**src/rtl/adc_pkg.sv**
```systemverilog
`default_nettype none
// ============================================================================
// Module      : adc_pkg
// Description : Shared state encoding and constants for the ADC capture
//               sequencer.
// Revision    : 1.0 - initial release
// ============================================================================
package adc_pkg;

    typedef enum logic [2:0] {
        ST_IDLE      = 3'd0,
        ST_ARM       = 3'd1,
        ST_WAIT_TURN = 3'd2,
        ST_RD_ADDR   = 3'd3,
        ST_RD_LATCH  = 3'd4,
        ST_SEND_LO   = 3'd5,
        ST_SEND_HI   = 3'd6,
        ST_DONE      = 3'd7
    } seq_state_t;

    localparam int          c_DIV_WIDTH   = 11;
    localparam logic [10:0] c_DEFAULT_DIV = 11'd4;

    // Two bytes per RAM word, addresses 0..sampling_num inclusive.
    function automatic int frame_bytes(input int sampling_num);
        return 2 * (sampling_num + 1);
    endfunction

    localparam int c_FRAME_BYTES = frame_bytes(1023);

endpackage
`default_nettype wire

```
**src/rtl/timeout_counter.sv**
```systemverilog
`default_nettype none
// ============================================================================
// Module      : timeout_counter
// Description : Cycle counter that flags expiry on its LIMIT-th enabled cycle.
// Revision    : 1.0 - initial release
// ============================================================================
module timeout_counter #(
    parameter int               WIDTH = 24,
    parameter logic [WIDTH-1:0] LIMIT = WIDTH'(8_000_000)
) (
    input  logic CLK,
    input  logic RST,
    input  logic clear,
    input  logic enable,
    output logic expired
);

    logic [WIDTH-1:0] r_count;

    always_ff @(posedge CLK) begin
        if (RST || clear) begin
            r_count <= '0;
        end else if (enable) begin
            r_count <= r_count + 1'b1;
        end
    end

    // Expiry is flagged during the cycle whose increment would reach LIMIT.
    assign expired = enable && (r_count == LIMIT - 1'b1);

endmodule
`default_nettype wire

```
**src/rtl/adc_capture_seq.sv**
```systemverilog
`default_nettype none
// ============================================================================
// Module      : adc_capture_seq
// Description : Arms the ADC capture engine, waits for the RAM fill, then
//               streams the captured frame as bytes to the FT245 write path.
// Revision    : 1.0 - initial release
// ============================================================================
module adc_capture_seq
    import adc_pkg::*;
#(
    parameter int          DATA_WIDTH     = 9,
    parameter int          SAMPLING_NUM   = 1023,
    parameter logic [23:0] TIMEOUT_CYCLES = 24'd8_000_000
) (
    input  logic                   CLK,
    input  logic                   RST,
    input  logic                   CMD_START,
    input  logic                   CMD_CONT,
    input  logic                   CMD_ABORT,
    input  logic [c_DIV_WIDTH-1:0] CMD_DIV,
    output logic                   START_TURN,
    output logic [c_DIV_WIDTH-1:0] DIVIDER,
    input  logic                   TURN_DONE,
    output logic [DATA_WIDTH:0]    RAM_RD_ADDR,
    input  logic [15:0]            RAM_DATA_IN,
    output logic [7:0]             TX_DATA,
    output logic                   TX_VALID,
    input  logic                   TX_READY,
    output logic                   BUSY,
    output logic                   FRAME_DONE,
    output logic                   TIMEOUT_ERR
);

    localparam int                c_AW        = DATA_WIDTH + 1;
    localparam logic [c_AW-1:0]   c_LAST_ADDR = c_AW'(SAMPLING_NUM);

    seq_state_t  r_state;
    logic [15:0] r_word;
    logic        w_tmo_clear;
    logic        w_tmo_enable;
    logic        w_tmo_expired;

    // TURN_DONE suppresses the count so it wins over a coincident expiry.
    assign w_tmo_clear  = (r_state == ST_ARM);
    assign w_tmo_enable = (r_state == ST_WAIT_TURN) && !TURN_DONE;

    timeout_counter #(
        .WIDTH (24),
        .LIMIT (TIMEOUT_CYCLES)
    ) u_timeout (
        .CLK     (CLK),
        .RST     (RST),
        .clear   (w_tmo_clear),
        .enable  (w_tmo_enable),
        .expired (w_tmo_expired)
    );

    always_ff @(posedge CLK) begin
        if (RST) begin
            r_state     <= ST_IDLE;
            r_word      <= '0;
            START_TURN  <= 1'b0;
            DIVIDER     <= c_DEFAULT_DIV;
            RAM_RD_ADDR <= '0;
            TX_DATA     <= '0;
            TX_VALID    <= 1'b0;
            BUSY        <= 1'b0;
            FRAME_DONE  <= 1'b0;
            TIMEOUT_ERR <= 1'b0;
        end else begin
            START_TURN <= 1'b0;
            FRAME_DONE <= 1'b0;
            if (CMD_ABORT && (r_state != ST_IDLE)) begin
                r_state     <= ST_IDLE;
                TX_VALID    <= 1'b0;
                BUSY        <= 1'b0;
                RAM_RD_ADDR <= '0;
            end else begin
                case (r_state)
                    ST_IDLE: begin
                        if (CMD_START) begin
                            r_state     <= ST_ARM;
                            DIVIDER     <= CMD_DIV;
                            TIMEOUT_ERR <= 1'b0;
                            BUSY        <= 1'b1;
                        end
                    end
                    ST_ARM: begin
                        START_TURN <= 1'b1;
                        r_state    <= ST_WAIT_TURN;
                    end
                    ST_WAIT_TURN: begin
                        if (TURN_DONE) begin
                            r_state     <= ST_RD_ADDR;
                            RAM_RD_ADDR <= '0;
                        end else if (w_tmo_expired) begin
                            r_state     <= ST_IDLE;
                            TIMEOUT_ERR <= 1'b1;
                            BUSY        <= 1'b0;
                        end
                    end
                    ST_RD_ADDR: begin
                        r_state <= ST_RD_LATCH;
                    end
                    ST_RD_LATCH: begin
                        r_word   <= RAM_DATA_IN;
                        TX_DATA  <= RAM_DATA_IN[7:0];
                        TX_VALID <= 1'b1;
                        r_state  <= ST_SEND_LO;
                    end
                    ST_SEND_LO: begin
                        if (TX_READY) begin
                            TX_DATA <= r_word[15:8];
                            r_state <= ST_SEND_HI;
                        end else begin
                            TX_DATA <= r_word[7:0];
                        end
                    end
                    ST_SEND_HI: begin
                        if (TX_READY) begin
                            TX_VALID <= 1'b0;
                            if (RAM_RD_ADDR == c_LAST_ADDR) begin
                                r_state    <= ST_DONE;
                                FRAME_DONE <= 1'b1;
                            end else begin
                                RAM_RD_ADDR <= RAM_RD_ADDR + 1'b1;
                                r_state     <= ST_RD_ADDR;
                            end
                        end
                    end
                    ST_DONE: begin
                        if (CMD_CONT) begin
                            r_state <= ST_ARM;
                            DIVIDER <= CMD_DIV;
                        end else begin
                            r_state <= ST_IDLE;
                            BUSY    <= 1'b0;
                        end
                    end
                    default: begin
                        r_state <= ST_IDLE;
                        BUSY    <= 1'b0;
                    end
                endcase
            end
        end
    end

endmodule
`default_nettype wire

```
**config.mk**
```make
export PLATFORM = sky130hd
export DESIGN_NAME = adc_capture_seq
export DESIGN_NICKNAME = d
export VERILOG_FILES = /design/src/rtl/adc_pkg.sv /design/src/rtl/timeout_counter.sv /design/src/rtl/adc_capture_seq.sv
export SDC_FILE = /design/constraint.sdc
export NUM_CORES = 1
export LEC_CHECK = 0
export ABC_AREA = 1
export ABC_CLOCK_PERIOD_IN_PS = 2400
export CORE_ASPECT_RATIO = 1.25
export CORE_MARGIN = 3
export CORE_UTILIZATION = 41
export DETAILED_ROUTE_END_ITERATION = 8
export GPL_TIMING_DRIVEN = 0
export SYNTH_ARGS = -nofsm -noshare
export SYNTH_HDL_FRONTEND = slang
export SYNTH_SLANG_ARGS = --single-unit
```
**constraint.sdc**
```tcl
create_clock -name CLK -period 2.4 [get_ports CLK]
set_clock_uncertainty 0.15 [all_clocks]
set_input_delay 0.24 -clock CLK [delete_from_list [all_inputs] [get_ports CLK]]
set_output_delay 0.24 -clock CLK [all_outputs]
set_load 0.1 [all_outputs]
```
==> results by group, run 1 <==
Status
  • Status: finished clean

Placed design
  • GP Congestion: between 0.8 and 0.9
  • Final HPWL DP: between 7 and 8 mm
  • Placed cell area: about 4600 um2
  • Placed insts: between 700 and 800
  • PortBufs: 65

Worst setup path
  • Crit Path Max Fanout: 5
  • CP top delay family: buffers and inverters
  • Worst EP arrival: about 1.9 ns
  • Worst Path Buf+Inv: 1
  • Crit path kind: reg -> out
  • Worst setup EP type: output pin
  • Crit start category: flip-flop
  • Crit-path cells: clkdlybuf4s50_1
  • CP max stage cell: clkdlybuf4s50_1
  • Max incr delay on CP: around 1.2 ns
  • WP data required: between 2 and 2.5 ns

Finish
  • Design Area, Final: about 4900 um2
  • Antenna diodes: 0
  • Nets: 660
  • Layout area overhead: 26.9%
  • Share of layout cells above drive strength 1: a little under a tenth
  • Layout fillers: between 800 and 900
  • Non-Filler Instances: approximately 750

Timing
  • Worst-case headroom to the max-slew limit: approximately a third
  • Finish-stage setup viols: 0
  • RSZ-0062 raised after global routing: false
  • TNS Setup: 0 ns
  • Final Slew Violations: 0
  • Tightest Pin Transition: 1.01 ns
  • Fin crit period: approximately 2.3 ns
  • FMAX: 430 MHz
  • Hold Vio Cnt, Final: 0
  • Period Utilization, post-route: between 90% and 100%

Die
  • Die width: slightly above 90 um
  • Top Ports: 68
  • Die area: 10500 um2
  • Chip height: around 110 um
  • Row count: 38
  • Total core area: between 8000 and 9000 um2
  • Initial Utilization: around 43%

Route
  • Total wire length: between 9 and 10 mm
  • Post-route ant nets: 0
  • DRC viols: 0
  • Vias: about 3700
  • Routed len/inst: about 13 um
  • TritonRoute pass-1 iters: 4
  • 1st-iter DRT viols: between 150 and 200
  • Number of vias per cell: roughly 5

Pwr
  • Maximum VDD drop: 844 uV
  • PwrDens: roughly 900 nW/um2
  • LEAKAGE: 1.93 nW

Job
  • Max_cap viols: 0

CTS
  • CTS Root Cell: clkbuf_8
  • Clk slew on worst S/H paths: 0.08 ns
  • CTS buffer count: 9
  • Skew-Pair Late Insertion Delay: around 0.35 ns
  • Max H-tree Level: 3
  • Num Clock Sinks: 77
  • CTS Buffer Depth: 2
  • TritonCTS clock tree: built

Global route
  • First-pass GRT wire length: roughly 16 mm
  • GRT Overall Usage: 19.1%
  • Vias in the first global route: 3474
  • Initial antenna violation count: 0
  • Largest net degree at the start of global routing: 13
  • Gr ovfl total: 0

Yosys
  • Syn_nets: ~580
  • Synth top area share: 40.3%
  • Cell Area, Synth: approximately 3800 um2
  • Yosys top cell by area: dfxtp_1
  • Syn_area_per_cell: about 7 um2
  • Main area contributors after synthesis: dfxtp_1, nand2_1, nor2_1
  • Unique masters post-synth: 39
  • Post-synthesis register bit count: 77
  • Sequential area share after synthesis: slightly above 40%
  • Cell count after synthesis: 548
  • Yosys warnings: 0

Hold path
  • Hold WC Path Type: in -> reg
-- layer usage --
| layer | global-route usage [%] | vias to the layer above | wire, um |
|---|---|---|---|
| met5 | 0 | - | 0 |
| met4 | 8.72 | 0 | 172 |
| met3 | 4.42 | 17 | 351 |
| met2 | 32.1 | 49 | 4840 |
| met1 | 23.2 | 1661 | 4400 |
| li1 | - | 1930 | - |
-- cells in the mapped netlist, drive strengths merged --
master and number:
nand2 127, nor2 81, dfxtp 77, inv 71, a21oi 49, nand3 44
o21ai 35, o211ai 14, buf 9, clkbuf 7, nand4 6, nor3 6
a211oi 4, a31oi 3, nor4 3, or2 3, xor2 3, ha 2
a21o 1, and3 1, nand3b 1, nor3b 1
-- cell usage in the layout, fill, tap and decap left out, types with 2 or more instances in the layout --
master / netlist / final
a31oi_1: 3 / 3
nand3_1: 42 / 42
clkbuf_8: 0 / 11
o21ai_0: 33 / 33
nand2_4: 2 / 2
xor2_1: 3 / 3
clkdlybuf4s50_1: 0 / 64
nand2_2: 6 / 6
o21ai_1: 2 / 2
inv_2: 8 / 8
nor4_1: 3 / 3
dfxtp_1: 77 / 77
clkbuf_1: 6 / 8
nand2_1: 119 / 119
nor2_1: 68 / 68
nand4_1: 6 / 6
buf_4: 4 / 4
nor3_1: 6 / 6
nor2_8: 3 / 3
a211oi_1: 4 / 4
a21oi_1: 47 / 47
ha_1: 2 / 2
nor2_4: 6 / 6
nor2_2: 4 / 4
o211ai_1: 14 / 14
bufinv_16: 0 / 2
a21oi_2: 2 / 2
inv_1: 62 / 62
buf_2: 3 / 3
-- path summary, 6_finish.rpt --
path	cells past startpoint	start	to	slack, ns
min reg2reg	2	r_word[10]$_SDFFE_PP0P_	r_word[10]$_SDFFE_PP0P_	0.31
max reg2reg	10	u_timeout.r_count[0]$_SDFFE_PP0P_	u_timeout.r_count[22]$_SDFFE_PP0P_	0.47
min	2	RST	r_word[1]$_SDFFE_PP0P_	0.17
max	1	RAM_RD_ADDR[6]$_SDFFE_PP0P_	RAM_RD_ADDR[6]	0.07
-- kinds of logic after synthesis --
logic type      count (synthesis)  synth area share (%)
simple gates                  273                  33.5
compound gates                106                  15.4
buf+inv                        87                  9.39
flops                          77                  40.3
xor+xnor                        3                 0.688
fa+ha+maj                       2                 0.655
-- state kept, by name (all words and copies together) (netlist names) --
name / cells
u_timeout.r_count: 24
r_word: 16
DIVIDER: 11
RAM_RD_ADDR: 10
TX_DATA: 8
r_state: 3
BUSY: 1
FRAME_DONE: 1
START_TURN: 1
TIMEOUT_ERR: 1
TX_VALID: 1
-- repair_timing --
item | CTS | global route
buffers inserted | 0 | 0
gates resized for setup | 0 | 1
setup endpoints to repair | 0 | 1
hold buffers | 0 | 0
-- cell type report --
| cell class | count | area [um2] | area share, % |
|---|---|---|---|
| plain buffers | 16 | 87.6 | 1.81 |
| clock buffers | 13 | 159 | 3.27 |
| clock inverters | 3 | 67.6 | 1.39 |
| inverters | 71 | 272 | 5.60 |
| multi-input cells | 384 | 1920 | 39.6 |
| flip-flops and latches | 77 | 1540 | 31.8 |
| well taps | 120 | 150 | 3.09 |
| repair buffers | 65 | 653 | 13.5 |
-- per-stage QoR --
stage | total power [W] | utilization (%) | worst slack (ns) | hold WS (ns)
final | 0.00435 | 54.6 | 0.0730 | 0.174
after global routing | 0.00459 | 54.6 | 0.00770 | 0.181
after CTS | 0.00439 | 54.5 | 0.00114 | 0.173
after detailed placement | 0.00327 | 52.0 | 0.382 | 0.297
after global placement | 0.00326 | 52.0 | 0.407 | 0.293
after floorplan | 0.00283 | - | 0.0211 | 0.216
-- power by group --
group	internal [W]	total, W	switching (W)
Sequential	0.00140	0.00147	0.0000721
Combinational	0.000450	0.00176	0.00131
Clock	0.000644	0.00112	0.000473
Note: power is estimated with default switching activity, not from simulation.
==> run 2, diff against run 1 <==
--- a/config.mk
+++ b/config.mk
@@ -9,8 +9,7 @@
 export ABC_CLOCK_PERIOD_IN_PS = 2400
 export CORE_ASPECT_RATIO = 1.25
-export CORE_MARGIN = 3
+export CORE_MARGIN = 5
 export CORE_UTILIZATION = 41
 export DETAILED_ROUTE_END_ITERATION = 8
-export GPL_TIMING_DRIVEN = 0
 export SYNTH_ARGS = -nofsm -noshare
 export SYNTH_HDL_FRONTEND = slang
==> constraint.sdc (replaced) <==
create_clock -name CLK -period 2.4 [get_ports CLK]
set_clock_uncertainty 0.15 [all_clocks]
set_input_delay 0.36 -clock CLK [delete_from_list [all_inputs] [get_ports CLK]]
set_output_delay 0.36 -clock CLK [all_outputs]
set_load 0.1 [all_outputs]
==> run 2 against run 1 <==
- worst setup slack better by 0.32 ns
- combinational power is 5% lower
- non-clock buffer count is 7 lower
- count of clock-buffer cells in the layout is 4 lower
- cell area is 0.23% lower
- register-to-register slack worse by 0.07 ns
- sequential share of layout area is 0.074 points higher
==> results by group, run 2 (synthesis results as in run 1) <==
Status
  • Status: finished clean

Route
  • Total wire length: 9.84 mm (+0.77%)
  • 1st-iter DRT viols: 173 (+3.0%)
  • DRC viols: 0 (unchanged)
  • Routed len/inst: 13.2 um (+1.4%)
  • Vias: 3643 (-0.38%)
  • Post-route ant nets: 0 (unchanged)
  • TritonRoute pass-1 iters: 5 (+1)
  • Number of vias per cell: 4.90 (+0.29%)

CTS
  • Setup Buffers After CTS: 0 (unchanged)
  • CTS buffer count: 9 (unchanged)
  • Skew-Pair Late Insertion Delay: 0.34 ns (about the same)
  • Num Clock Sinks: 77 (unchanged)
  • Cts repair resizes: 0 (unchanged)
  • Post-CTS Hold Buffers: 0 (unchanged)
  • CTS Root Cell: clkbuf_16
  • Max H-tree Level: 3 (unchanged)
  • CTS Buffer Depth: 2 (unchanged)
  • Clk slew on worst S/H paths: 0.06 ns (-0.02 ns)
  • TritonCTS clock tree: built

Worst setup path
  • Reg-to-reg slack, setup: 0.40 ns (-0.07 ns)
  • R2R Path End: RAM_RD_ADDR[8]$_SDFFE_PP0P_
  • Critical R2R Launch: RAM_RD_ADDR[0]$_SDFFE_PP0P_
  • Reg2Reg Depth: 11 (+1)
  • Crit path kind: reg -> reg
  • Worst setup EP type: flip-flop
  • WP data required: 2.51 ns (+0.50 ns)
  • Crit start category: flip-flop
  • Worst EP arrival: 2.11 ns (+0.17 ns)
  • Crit Path Max Fanout: 11 (+6)

Placed design
  • Placed insts: 729 (-0.55%)
  • PortBufs: 67 (+3.1%)
  • Final HPWL DP: 7.24 mm (-0.78%)
  • GP Congestion: 0.842 (+1.2%)

Timing
  • Worst-case headroom to the max-slew limit: 73.4% (+41 points)
  • Finish-stage setup viols: 0 (unchanged)
  • Final Slew Violations: 0 (unchanged)
  • Hold Vio Cnt, Final: 0 (unchanged)
  • Period Utilization, post-route: 83.5% (-13 points)
  • FMAX: 499 MHz (+16%)
  • RSZ-0062 raised after global routing: false
  • Fin crit period: 2.00 ns (-0.323 ns)
  • TNS Setup: 0 ns (unchanged)
  • Tightest Pin Transition: 0.398 ns (-0.610 ns)

Pwr
  • Maximum VDD drop: 524 uV (-38%)
  • LEAKAGE: 2.00 nW (+3.9%)
  • PwrDens: 952 nW/um2 (+6.2%)

Hold path
  • Worst Hold Launch: r_word[8]$_SDFFE_PP0P_
  • Hold WC Path Type: reg -> reg
  • Min-Delay Endpoint: r_word[8]$_SDFFE_PP0P_
  • Hold Path Depth: 2 (unchanged)

Finish
  • Max FFs per register: 24 (unchanged)
  • Final core occ: 53.1% (-1.5 points)
  • Antenna diodes: 0 (unchanged)
  • Share of layout cells above drive strength 1: 14.7% (+5.4 points)
  • Leading cell type in the layout, fill and taps excluded: nand2_1
  • Commonest non-fill, non-tap cells in the layout: nand2_1, dfxtp_1, nor2_1, inv_1, a21oi_1
  • Non-Filler Instances: 744 (-0.67%)
  • Largest register by flop count: u_timeout.r_count
  • Nets: 653 (-1.1%)
  • Layout fillers: 936 (+4.1%)
  • Top Registers: u_timeout.r_count x24, r_word x16, DIVIDER x11
  • Layout area overhead: 26.6%

Die
  • Chip height: 118 um (+3.5%)
  • Die area: 11400 um2 (+8.0%)
  • Total core area: 9130 um2 (+2.6%)
  • Initial Utilization: 41.9% (-1.1 points)
  • Top Ports: 68 (unchanged)
  • Die width: 96.4 um (+4.3%)
  • Row count: 39 (+2.6%)

Global route
  • Initial antenna violation count: 0 (unchanged)
  • Gr ovfl total: 0 (unchanged)
  • First-pass GRT wire length: 16.4 mm (+1.7%)
  • Largest net degree at the start of global routing: 29 (+16)
  • Vias in the first global route: 3477 (+0.086%)
  • GRT Overall Usage: 18.2% (-0.95 points)

Job
  • Max_cap viols: 0 (unchanged)
[run 2: cell types whose count changed in the layout (fill, tap and decap cells not counted), moves of 3 or more]
cell / previous run / this run
buf_4: 4 / 41
clkdlybuf4s50_1: 64 / 33
clkbuf_8: 11 / 0
clkbuf_16: 0 / 9
clkbuf_1: 8 / 0
buf_2: 3 / 0
[run 2: stage by stage]
step	hold WS [ns]	instance area [um2]	worst slack (ns)	power, W
finish	0.303	4840	0.396	0.00461
global route	0.333	4840	0.0921	0.00485
CTS	0.307	4840	0.374	0.00465
detailed placement	0.299	4530	0.239	0.00321
global placement	0.292	4530	0.280	0.00321
floorplan	0.279	3820	0.0211	0.00283
[run 2: worst max-delay path, stage by stage, from the launching register on]
cell	delay [ns]
dfxtp_1	0.44
ha_1	0.21
nand2_1	0.06
inv_1	0.14
nand4_1	0.11
nand2_1	0.06
nand2_1	0.04
nand2_1	0.28
inv_2	0.17
nand2_1	0.09
nand2_1	0.05
a21oi_1	0.12
[run 2: cell type report]
class / count / area (um2) / share of cell area, %
Clock inverter: 6 / 88.8 / 1.84
Tap cell: 123 / 154 / 3.18
Sequential cell: 77 / 1540 / 31.8
Multi-Input combinational cell: 384 / 1920 / 39.7
Clock buffer: 9 / 225 / 4.65
Inverter: 71 / 272 / 5.61
Timing Repair Buffer: 74 / 638 / 13.2
[run 2: metal layers]
layer / routed length (um) / track usage, % / up-vias
li1: - / - / 1917
met1: 4140 / 21.7 / 1648
met2: 5020 / 30.5 / 65
met3: 500 / 4.67 / 13
met4: 174 / 7.02 / 0
met5: 0 / 0 / -
[run 2: power breakdown]
part / switching [W] / total, W / internal [W]
Combinational: 0.00127 / 0.00168 / 0.000405
Sequential: 0.0000941 / 0.00150 / 0.00140
Clock: 0.000533 / 0.00144 / 0.000904
Total: 0.00190 / 0.00461 / 0.00271
[run 2: worst max path at each step]
stage / start / to / slack (ns) / depth (start not counted)
after floorplan: RAM_RD_ADDR[0]$_SDFFE_PP0P_ / RAM_RD_ADDR[0]$_SDFFE_PP0P_ / 0.02 / 10
after CTS: RAM_RD_ADDR[0]$_SDFFE_PP0P_ / RAM_RD_ADDR[8]$_SDFFE_PP0P_ / 0.37 / 11
after detailed placement: TURN_DONE / RAM_RD_ADDR[8]$_SDFFE_PP0P_ / 0.24 / 10
after global routing: RAM_RD_ADDR[0]$_SDFFE_PP0P_ / RAM_RD_ADDR[8]$_SDFFE_PP0P_ / 0.09 / 11
final: RAM_RD_ADDR[0]$_SDFFE_PP0P_ / RAM_RD_ADDR[8]$_SDFFE_PP0P_ / 0.40 / 11
after global placement: TURN_DONE / RAM_RD_ADDR[8]$_SDFFE_PP0P_ / 0.28 / 10
==> run 3, diff against run 2 <==
ABC_CLOCK_PERIOD_IN_PS = 2100   (was 2400)
clock period = 2.1 ns   (was 2.4 ns; I/O delays follow)
==> run 3 against run 2 <==
- clock power shrank 3%
- sequential power is 13% higher
- die area stayed put
- maximum frequency increased by 8.4%
- combinational power up 17%
- non-clock buffer count grew 5
- global-route usage fell by 0.18 points
- sequential share of layout area is 0.13 points higher
- hold slack worse by 0.00092 ns
- core utilization barely moved
- flip-flop and latch count unchanged
- final cell count is 0.67% higher
- critical path type unchanged
==> results by group, run 3 (synthesis results as in run 1) <==
Worst setup path
  • Reg2Reg Depth: 6 (-5)
  • Worst Path Buf+Inv: 1 (-1)
  • Crit start category: flip-flop
  • WP data required: 2.16 ns (-0.35 ns)
  • Worst setup EP type: flip-flop
  • CP max stage cell: dfxtp_1
  • Worst EP arrival: 1.91 ns (-0.20 ns)
  • Crit Path Max Fanout: 24 (+13)
  • Max incr delay on CP: 0.39 ns (-0.05 ns)
  • Crit path kind: reg -> reg
  • Reg-to-reg slack, setup: 0.25 ns (-0.14 ns)
  • Critical R2R Launch: r_state[2]$_SDFFE_PP0P_
  • R2R Path End: r_word[14]$_SDFFE_PP0P_
  • Crit-path cells: inv_2 > or2_4 > nor2_8 > nand2_2 > o21ai_0 > a21oi_1
  • CP top delay family: simple AND/OR/NAND/NOR gates

Status
  • Status: finished clean

Hold path
  • Hold WC Path Type: reg -> reg
  • Min-Delay Endpoint: r_word[9]$_SDFFE_PP0P_
  • Worst Hold Launch: r_word[9]$_SDFFE_PP0P_
  • Hold Path Depth: 2 (unchanged)

Route
  • Vias: 3596 (-1.3%)
  • Routed len/inst: 13.0 um (-1.5%)
  • 1st-iter DRT viols: 135 (-22%)
  • DRC viols: 0 (unchanged)
  • TritonRoute pass-1 iters: 4 (-1)
  • Total wire length: 9.76 mm (-0.80%)
  • Post-route ant nets: 0 (unchanged)
  • Number of vias per cell: 4.80 (-1.9%)

Global route
  • Initial antenna violation count: 0 (unchanged)
  • First-pass GRT wire length: 16.3 mm (-0.58%)
  • M2 GR Usage: 31.1% (+0.56 points)
  • Largest net degree at the start of global routing: 25 (-14%)
  • Met1 Use GR: 21.4% (-0.26 points)
  • Vias in the first global route: 3448 (-0.83%)
  • Met3 usage: 2.94% (-1.7 points)
  • Gr ovfl total: 0 (unchanged)
  • GRT Overall Usage: 18.0% (-0.18 points)
  • Busiest grt layer: met2

Finish
  • Antenna diodes: 0 (unchanged)
  • Max FFs per register: 24 (unchanged)
  • Leading cell type in the layout, fill and taps excluded: nand2_1
  • Share of layout cells above drive strength 1: 15.8% (+1.2 points)
  • Largest register by flop count: u_timeout.r_count
  • Commonest non-fill, non-tap cells in the layout: nand2_1, dfxtp_1, nor2_1, inv_1, a21oi_1
  • Layout area overhead: 26.5% (about the same)
  • Design Area, Final: 4840 um2 (about the same)
  • Nets: 658 (+0.77%)
  • Top Registers: u_timeout.r_count x24, r_word x16, DIVIDER x11

CTS
  • CTS Buffer Depth: 2 (unchanged)
  • Setup Buffers After CTS: 0 (unchanged)
  • Num Clock Sinks: 77 (unchanged)
  • Max H-tree Level: 3 (unchanged)
  • CTS buffer count: 9 (unchanged)
  • TritonCTS clock tree: built
  • Clk slew on worst S/H paths: 0.06 ns (about the same)
  • Cts repair resizes: 0 (unchanged)
  • Post-CTS Hold Buffers: 0 (unchanged)
  • CTS Root Cell: clkbuf_16
  • Skew-Pair Late Insertion Delay: 0.33 ns (about the same)

Timing
  • Finish-stage setup viols: 0 (unchanged)
  • Worst-case headroom to the max-slew limit: 72.7% (-0.69 points)
  • Worst setup slack after layout: 0.252 ns (-0.144 ns)
  • Final Slew Violations: 0 (unchanged)
  • FMAX: 541 MHz (+8.4%)
  • TNS Setup: 0 ns (unchanged)
  • RSZ-0062 raised after global routing: false
  • Tightest Pin Transition: 0.406 ns (+0.00807 ns)
  • Period Utilization, post-route: 88.0% (+4.5 points)
  • Hold Vio Cnt, Final: 0 (unchanged)
  • Fin crit period: 1.85 ns (-0.156 ns)

Pwr
  • LEAKAGE: 2.00 nW (-0.20%)
  • Clock network fraction of design power: 27.6% (-3.6 points)
  • Comb pwr share: 38.8% (+2.4 points)
  • Net Sw Power: 0.00218 W (+15%)
  • Sw frac: 43.0% (+1.9 points)
  • Flop pwr share: 33.6% (+1.1 points)
  • Power Total: 0.00507 W (+10%)
  • Maximum VDD drop: 819 uV (+56%)
  • Int Power: 0.00289 W (+6.5%)
  • PwrDens: 1050 nW/um2 (+10%)

Die
  • Total core area: 9130 um2 (unchanged)
  • Top Ports: 68 (unchanged)
  • Chip height: 118 um (unchanged)
  • Die width: 96.4 um (unchanged)
  • Row count: 39 (unchanged)
  • Die area: 11400 um2 (unchanged)
  • Initial Utilization: 41.9% (unchanged)

Placed design
  • PortBufs: 67 (unchanged)
  • Final HPWL DP: 7.39 mm (+2.1%)
  • Pre-CTS WS: 0.0687 ns (-0.170 ns)
  • GP Congestion: 0.849 (+0.94%)
  • Placed cell area: 4570 um2 (+0.94%)

Job
  • Max_cap viols: 0 (unchanged)
-- run 3: changes by cell type in the layout (fill, tap and decap cells not counted) --
cell        previous run  this run
buf_4                 41        46
dfxtp_2                0         4
clkbuf_1               0         1
dfxtp_1               77        73
clkinvlp_4             2         4
bufinv_16              2         0
clkinv_2               1         0
-- run 3: worst max path at each step --
stage / start / endpoint / slack [ns] / depth (start not counted)
after floorplan: RAM_RD_ADDR[2]$_SDFFE_PP0P_ / RAM_RD_ADDR[6]$_SDFFE_PP0P_ / 0.003 / 9
after global placement: TURN_DONE / u_timeout.r_count[23]$_SDFFE_PP0P_ / 0.11 / 11
after detailed placement: TURN_DONE / u_timeout.r_count[23]$_SDFFE_PP0P_ / 0.07 / 11
after CTS: r_state[2]$_SDFFE_PP0P_ / r_word[12]$_SDFFE_PP0P_ / 0.23 / 6
after global routing: RAM_RD_ADDR[0]$_SDFFE_PP0P_ / RAM_RD_ADDR[8]$_SDFFE_PP0P_ / 0.03 / 11
final: r_state[2]$_SDFFE_PP0P_ / r_word[14]$_SDFFE_PP0P_ / 0.25 / 6
-- run 3: per-stage QoR --
stage / hold slack, ns / util [%] / instances
finish: 0.302 / 53.0 / 749
CTS: 0.306 / 53.0 / 749
global placement: 0.291 / 50.1 / 734
global route: 0.331 / 53.0 / 749
floorplan: 0.279 / - / 548
detailed placement: 0.296 / 50.1 / 734
-- run 3: power groups by stage --
stage,Combinational (W),Clock (W),Sequential [W]
finish,0.00197,0.00140,0.00170
global route,0.00213,0.00151,0.00172
CTS,0.00198,0.00145,0.00170
detailed placement,0.00198,0,0.00173
global placement,0.00197,0,0.00173
floorplan,0.000799,0,0.00244
-- run 3: cell type report --
class / instances / area (um2)
fill: 934 / 4290
multi-input combinational: 384 / 1920
sequential: 77 / 1550
timing repair buffer: 79 / 676
inverter: 71 / 272
clock buffer: 10 / 229
tap: 123 / 154
clock inverter: 5 / 38.8
-- run 3: worst register-to-register path, stage by stage (launching register included) --
cell and delay (ns):
dfxtp_1 0.39, inv_2 0.13, or2_4 0.30, nor2_8 0.18, nand2_2 0.27, o21ai_0 0.25, a21oi_1 0.06
-- run 3: routing by layer --
layer  routed length [um]  share of wire, %
met1                 4160                43
met2                 5050                52
met3                  352               3.6
met4                  200               2.0
met5                    0                 0
